===== config.mk =====
export PLATFORM = sky130hd
export DESIGN_NAME = pong_game_ctrl_flat
export DESIGN_NICKNAME = d
export VERILOG_FILES = /design/src/rtl/pong_pkg.sv /design/src/rtl/pong_game_ctrl_if.sv /design/src/rtl/pong_timer.sv /design/src/rtl/pong_game_ctrl.sv /design/src/flat_wrapper.sv
export SDC_FILE = /design/constraint.sdc
export NUM_CORES = 1
export LEC_CHECK = 0
export CAP_MARGIN = 20
export CORE_MARGIN = 1
export CORE_UTILIZATION = 52
export DETAILED_ROUTE_END_ITERATION = 8
export PLACE_DENSITY = 0.86
export SYNTH_ARGS = -nofsm -noshare
export SYNTH_HDL_FRONTEND = slang
export SYNTH_SLANG_ARGS = --single-unit

===== constraint.sdc =====
create_clock -name clk -period 2 [get_ports clk]
set_clock_uncertainty 0.15 [all_clocks]
set_input_delay 0.4 -clock clk [delete_from_list [all_inputs] [get_ports clk]]
set_output_delay 0.4 -clock clk [all_outputs]
set_load 0.005 [all_outputs]

===== src/rtl/pong_pkg.sv =====
// pong_pkg: shared state codes and default sizing for the pong game controller
package pong_pkg;
  typedef enum logic [1:0] {
    NEWGAME = 2'd0,
    PLAY    = 2'd1,
    NEWBALL = 2'd2,
    OVER    = 2'd3
  } state_t;
  localparam int P_BALLS      = 3;
  localparam int P_TICK_DIV   = 833333;
  localparam int P_TIMER_LOAD = 120;
endpackage


===== src/rtl/pong_game_ctrl_if.sv =====
// pong_game_ctrl_if: player inputs, ball events and score/display outputs of the game sequencer
interface pong_game_ctrl_if import pong_pkg::*; #(parameter int BALLS = P_BALLS);
  localparam int BW = $clog2(BALLS + 1);
  logic [1:0]    btn;
  logic          hit;
  logic          miss;
  logic          d_inc;
  logic          d_clr;
  logic          gra_still;
  logic [BW-1:0] ball_left;
  logic [1:0]    state_o;
  logic          timer_up;
  modport master(output btn, hit, miss, input d_inc, d_clr, gra_still, ball_left, state_o, timer_up);
  modport slave(input btn, hit, miss, output d_inc, d_clr, gra_still, ball_left, state_o, timer_up);
endinterface


===== src/rtl/pong_timer.sv =====
// pong_timer: free-running tick prescaler plus a loadable, saturating down-counter
module pong_timer import pong_pkg::*; #(
  parameter int TICK_DIV   = P_TICK_DIV,
  parameter int TIMER_LOAD = P_TIMER_LOAD
) (
  input  logic clk,
  input  logic reset,
  input  logic timer_start,
  output logic timer_up
);
  localparam int PW = $clog2(TICK_DIV);
  localparam int CW = $clog2(TIMER_LOAD + 1);
  logic [PW-1:0] presc;
  logic [CW-1:0] cnt;
  logic          tick;
  assign tick     = presc == PW'(TICK_DIV - 1);
  assign timer_up = cnt == '0;
  always_ff @(posedge clk or posedge reset) begin
    if (reset) begin
      presc <= '0;
      cnt   <= '0;
    end else if (timer_start) begin
      presc <= '0;
      cnt   <= CW'(TIMER_LOAD);
    end else begin
      presc <= tick ? '0 : presc + 1'b1;
      if (tick && !timer_up) cnt <= cnt - 1'b1;
    end
  end
endmodule


===== src/rtl/pong_game_ctrl.sv =====
// pong_game_ctrl: new-game/play/new-ball/over sequencer driving the score counter and ball count
module pong_game_ctrl import pong_pkg::*; #(
  parameter int BALLS      = P_BALLS,
  parameter int TICK_DIV   = P_TICK_DIV,
  parameter int TIMER_LOAD = P_TIMER_LOAD
) (
  input logic             clk,
  input logic             reset,
  pong_game_ctrl_if.slave bus
);
  localparam int BW = $clog2(BALLS + 1);
  state_t        state;
  logic [BW-1:0] bl;
  logic          timer_start;
  logic          timer_up;
  logic          press;
  assign press       = bus.btn != 2'b00;
  assign timer_start = state == PLAY && bus.miss && !bus.hit;
  pong_timer #(.TICK_DIV(TICK_DIV), .TIMER_LOAD(TIMER_LOAD)) u_timer (
    .clk(clk),
    .reset(reset),
    .timer_start(timer_start),
    .timer_up(timer_up)
  );
  always_ff @(posedge clk or posedge reset) begin
    if (reset) begin
      state <= NEWGAME;
      bl    <= BW'(BALLS);
    end else begin
      unique case (state)
        NEWGAME: begin
          bl <= press ? BW'(BALLS - 1) : BW'(BALLS);
          if (press) state <= PLAY;
        end
        PLAY: if (timer_start) begin
          if (bl == '0) state <= OVER;
          else begin
            state <= NEWBALL;
            bl    <= bl - 1'b1;
          end
        end
        NEWBALL: if (timer_up && press) state <= PLAY;
        OVER: if (timer_up) begin
          state <= NEWGAME;
          bl    <= BW'(BALLS);
        end
      endcase
    end
  end
  assign bus.d_inc     = state == PLAY && bus.hit;
  assign bus.d_clr     = state == NEWGAME;
  assign bus.gra_still = state != PLAY;
  assign bus.ball_left = bl;
  assign bus.state_o   = state;
  assign bus.timer_up  = timer_up;
endmodule

===== src/flat_wrapper.sv =====
// flat-port wrapper written by rule: the top's interface ports become plain ports
module pong_game_ctrl_flat import pong_pkg::*;
#(
  parameter int BALLS      = P_BALLS,
  parameter int TICK_DIV   = P_TICK_DIV,
  parameter int TIMER_LOAD = P_TIMER_LOAD
)
  (clk, reset, bus_btn, bus_hit, bus_miss, bus_d_inc, bus_d_clr, bus_gra_still, bus_ball_left, bus_state_o, bus_timer_up);
  pong_game_ctrl_if #(.BALLS(BALLS)) bus_i ();
  input logic clk;
  input logic reset;
  input wire logic [$bits(bus_i.btn)-1:0] bus_btn;
  input wire logic [$bits(bus_i.hit)-1:0] bus_hit;
  input wire logic [$bits(bus_i.miss)-1:0] bus_miss;
  output wire logic [$bits(bus_i.d_inc)-1:0] bus_d_inc;
  output wire logic [$bits(bus_i.d_clr)-1:0] bus_d_clr;
  output wire logic [$bits(bus_i.gra_still)-1:0] bus_gra_still;
  output wire logic [$bits(bus_i.ball_left)-1:0] bus_ball_left;
  output wire logic [$bits(bus_i.state_o)-1:0] bus_state_o;
  output wire logic [$bits(bus_i.timer_up)-1:0] bus_timer_up;
  assign bus_i.btn = bus_btn;
  assign bus_i.hit = bus_hit;
  assign bus_i.miss = bus_miss;
  assign bus_d_inc = bus_i.d_inc;
  assign bus_d_clr = bus_i.d_clr;
  assign bus_gra_still = bus_i.gra_still;
  assign bus_ball_left = bus_i.ball_left;
  assign bus_state_o = bus_i.state_o;
  assign bus_timer_up = bus_i.timer_up;
  pong_game_ctrl #(.BALLS(BALLS), .TICK_DIV(TICK_DIV), .TIMER_LOAD(TIMER_LOAD)) u_core (.clk(clk), .reset(reset), .bus(bus_i));
endmodule

==> metrics <==
WP data arrival 1.93 ns; largest net degree at the start of global routing 32; Reg area 778 um^2; Required @ worst endpoint 1.45 ns; R2R depth 8; vias in the first global route 1619; crit start category flip-flop; outcome finished with violations; cell area after layout 2520 um^2; DR vias/cell 5.96; actual slew at the worst max-slew pin 0.401 ns; Die ar. 3600 um^2; clk slew on worst S/H paths 0.11 ns; Post-Route WL 5070 um; endpoint of the worst register-to-register path u_core.u_timer.cnt[4]$_DFFE_PP0P_; share of layout cells above drive strength 1 0.427; async set-reset flop share out of synthesis 1.00; number of enable flip-flop cells after synthesis 0; Final Critical Period 2.48 ns; post-synthesis sequential area ratio 0.445; post-layout util 0.805; footprint of the multi-input gates 1080 um^2; chip width 60.0 um; CTS Root Cell clkbuf_4; Worst Setup End Kind output pin; Port Buffers 13; WL per Instance 17.4 um; Setup TNS -3.93 ns; hold crit path type primary input to async pin; DP Area 2140 um^2; commonest non-fill, non-tap cell in the layout buf_4; Top FF cell, synth dfrtp_1; R2R Path Start u_core.u_timer.cnt[0]$_DFFE_PP0P_; Area Overhead vs Synth 44.1%; non-filler instance count after layout 292; commonest cells after routing, fill and taps aside 35 x buf_4, 29 x dfrtp_1, 13 x nor2_2, 12 x nand2_1, 11 x inv_1; Final Hold Fails 0; # fillers 158; CTS tree yes; Rows 20; CTS sink cnt 31; H-tree levels 2; dpl cells 272; total CTS buffers 5; DRT Pass-1 Iters 4; global-route wire length before repair 6870 um; synthesized instance count 191; Ant. Diodes 0; syn_nets 201; Yosys cell types 42; synthesized area per cell 9.15 um^2; Total Power 0.00253 W; core box area 3130 um^2; CTS max path bufs 2; pwr dens 1010 nW/um^2; Synth Register Bits 31; YS warnings 0; GPL Wtd Cong 0.906; Leakage 1.04 nW; Chip Height 60.0 um; peak supply drop 0.000730 V; Vias 1739; cell area after synthesis 1750 um^2; Top Layer Used met4; slew margin rel. 0.733; Ports 14; Starting Density 0.559; Slew Viols, Final 0; flop2flop setup slack -0.26 ns; failing checks negative setup slack; MaxCap Viol Count 0; WL met3 339 um; f_max 0.404 GHz; RSZ-0062 raised after global routing true; WL met2 2480 um; Crit Path Class flip-flop to output pin; Iter 0 DRT Violations 111; CP max FO 2; Tot GR Track Use 0.261; DRT antenna net count 0; DP HPWL 2620 um; Final Setup Violations 32; initial antenna violation count 0; total gr overflow 0; Final #Nets 258; DR DRC count 0; met1 WL 2060 um; clk_lat worst skew 0.35 ns; Setup WS post-layout -0.476 ns; crit share post-route 1.24
## metrics by stage
stage / hold slack, ns / worst slack, ns
after detailed placement: 0.336 / -0.572
after CTS: 0.296 / -0.485
after global routing: 0.325 / -0.531
after global placement: 0.335 / -0.534
final: 0.272 / -0.476
after floorplan: 0.306 / -0.124
## sequential cells by signal, summed over array words and instances, names as in the netlist
register              count
u_core.u_timer.presc     20
u_core.bus.ball_left      2
u_core.bus.state_o        2
u_core.u_timer.cnt        7
## cell families after synthesis
| group | count (synthesis) | share of synthesized area |
|---|---|---|
| and+or+nand+nor | 90 | 0.291 |
| DFF | 31 | 0.445 |
| AOI/OAI and AO/OA | 28 | 0.101 |
| buffers and inverters | 22 | 0.0508 |
| xor gates and xnor gates | 12 | 0.0601 |
| muxes | 4 | 0.0229 |
| adders and majority gates | 4 | 0.0286 |
## cell type report
type / instances / area share
inverter: 16 / 0.0258
clock inverter: 1 / 0.00199
sequential: 31 / 0.309
multi-input combinational: 138 / 0.429
clock buffer: 6 / 0.0204
tap: 44 / 0.0219
timing repair buffer: 56 / 0.192
## Yosys cell counts (all sizes together) (3+ instances only)
cell,instances,area [um^2]
ha,4,50.1
or3,5,31.3
nor3b,3,22.5
or4,10,85.1
a21oi,10,53.8
o21ai,6,30.0
inv,15,56.3
nor2,24,90.1
nor4,4,25.0
nand4,9,62.6
dfrtp,29,726
mux2i,4,40.0
and2,5,31.3
xor2,5,43.8
xnor2,7,61.3
nor3,3,15.0
nand2,12,45.0
nand3,7,40.0
o31ai,6,45.0
buf,5,23.8
## worst max-delay path by stage
stage                                            from            to  slack (ns)  cells past startpoint
floorplan           u_core.u_timer.cnt[0]$_DFFE_PP0P_  bus_timer_up       -0.12                      6
global placement    u_core.u_timer.cnt[0]$_DFFE_PP0P_  bus_timer_up       -0.53                      6
detailed placement  u_core.u_timer.cnt[0]$_DFFE_PP0P_  bus_timer_up       -0.57                      6
CTS                 u_core.u_timer.cnt[1]$_DFFE_PP0P_  bus_timer_up       -0.49                      6
global route        u_core.u_timer.cnt[0]$_DFFE_PP0P_  bus_timer_up       -0.53                      6
finish              u_core.u_timer.cnt[0]$_DFFE_PP0P_  bus_timer_up       -0.48                      6
## power breakdown
group	internal, W	switching, W
combinational	0.000653	0.000573
clock	0.000163	0.000227
sequential	0.000771	0.000146
## per-layer routing
layer,vias to the layer above,track usage
li1,790,-
met1,835,0.312
met2,94,0.437
met3,20,0.0541
met4,0,0.146
met5,-,0
## what timing repair did
action / 4_1_cts / 5_1_grt
endpoints found under the setup margin: 16 / 33
cloned: 0 / 2
hold buffers: 0 / 0
gates resized for setup: 20 / 53
pin swaps: 4 / 28
buffers inserted: 4 / 9
## worst max-delay path, cell delays in order (launching register included)
cell      delay [ns]
dfrtp_1         0.40
inv_2           0.09
ha_4            0.13
or4b_4          0.46
or3_4           0.37
clkinv_4        0.06
buf_6           0.08
No activity file was read; power rests on OpenSTA's default activity.
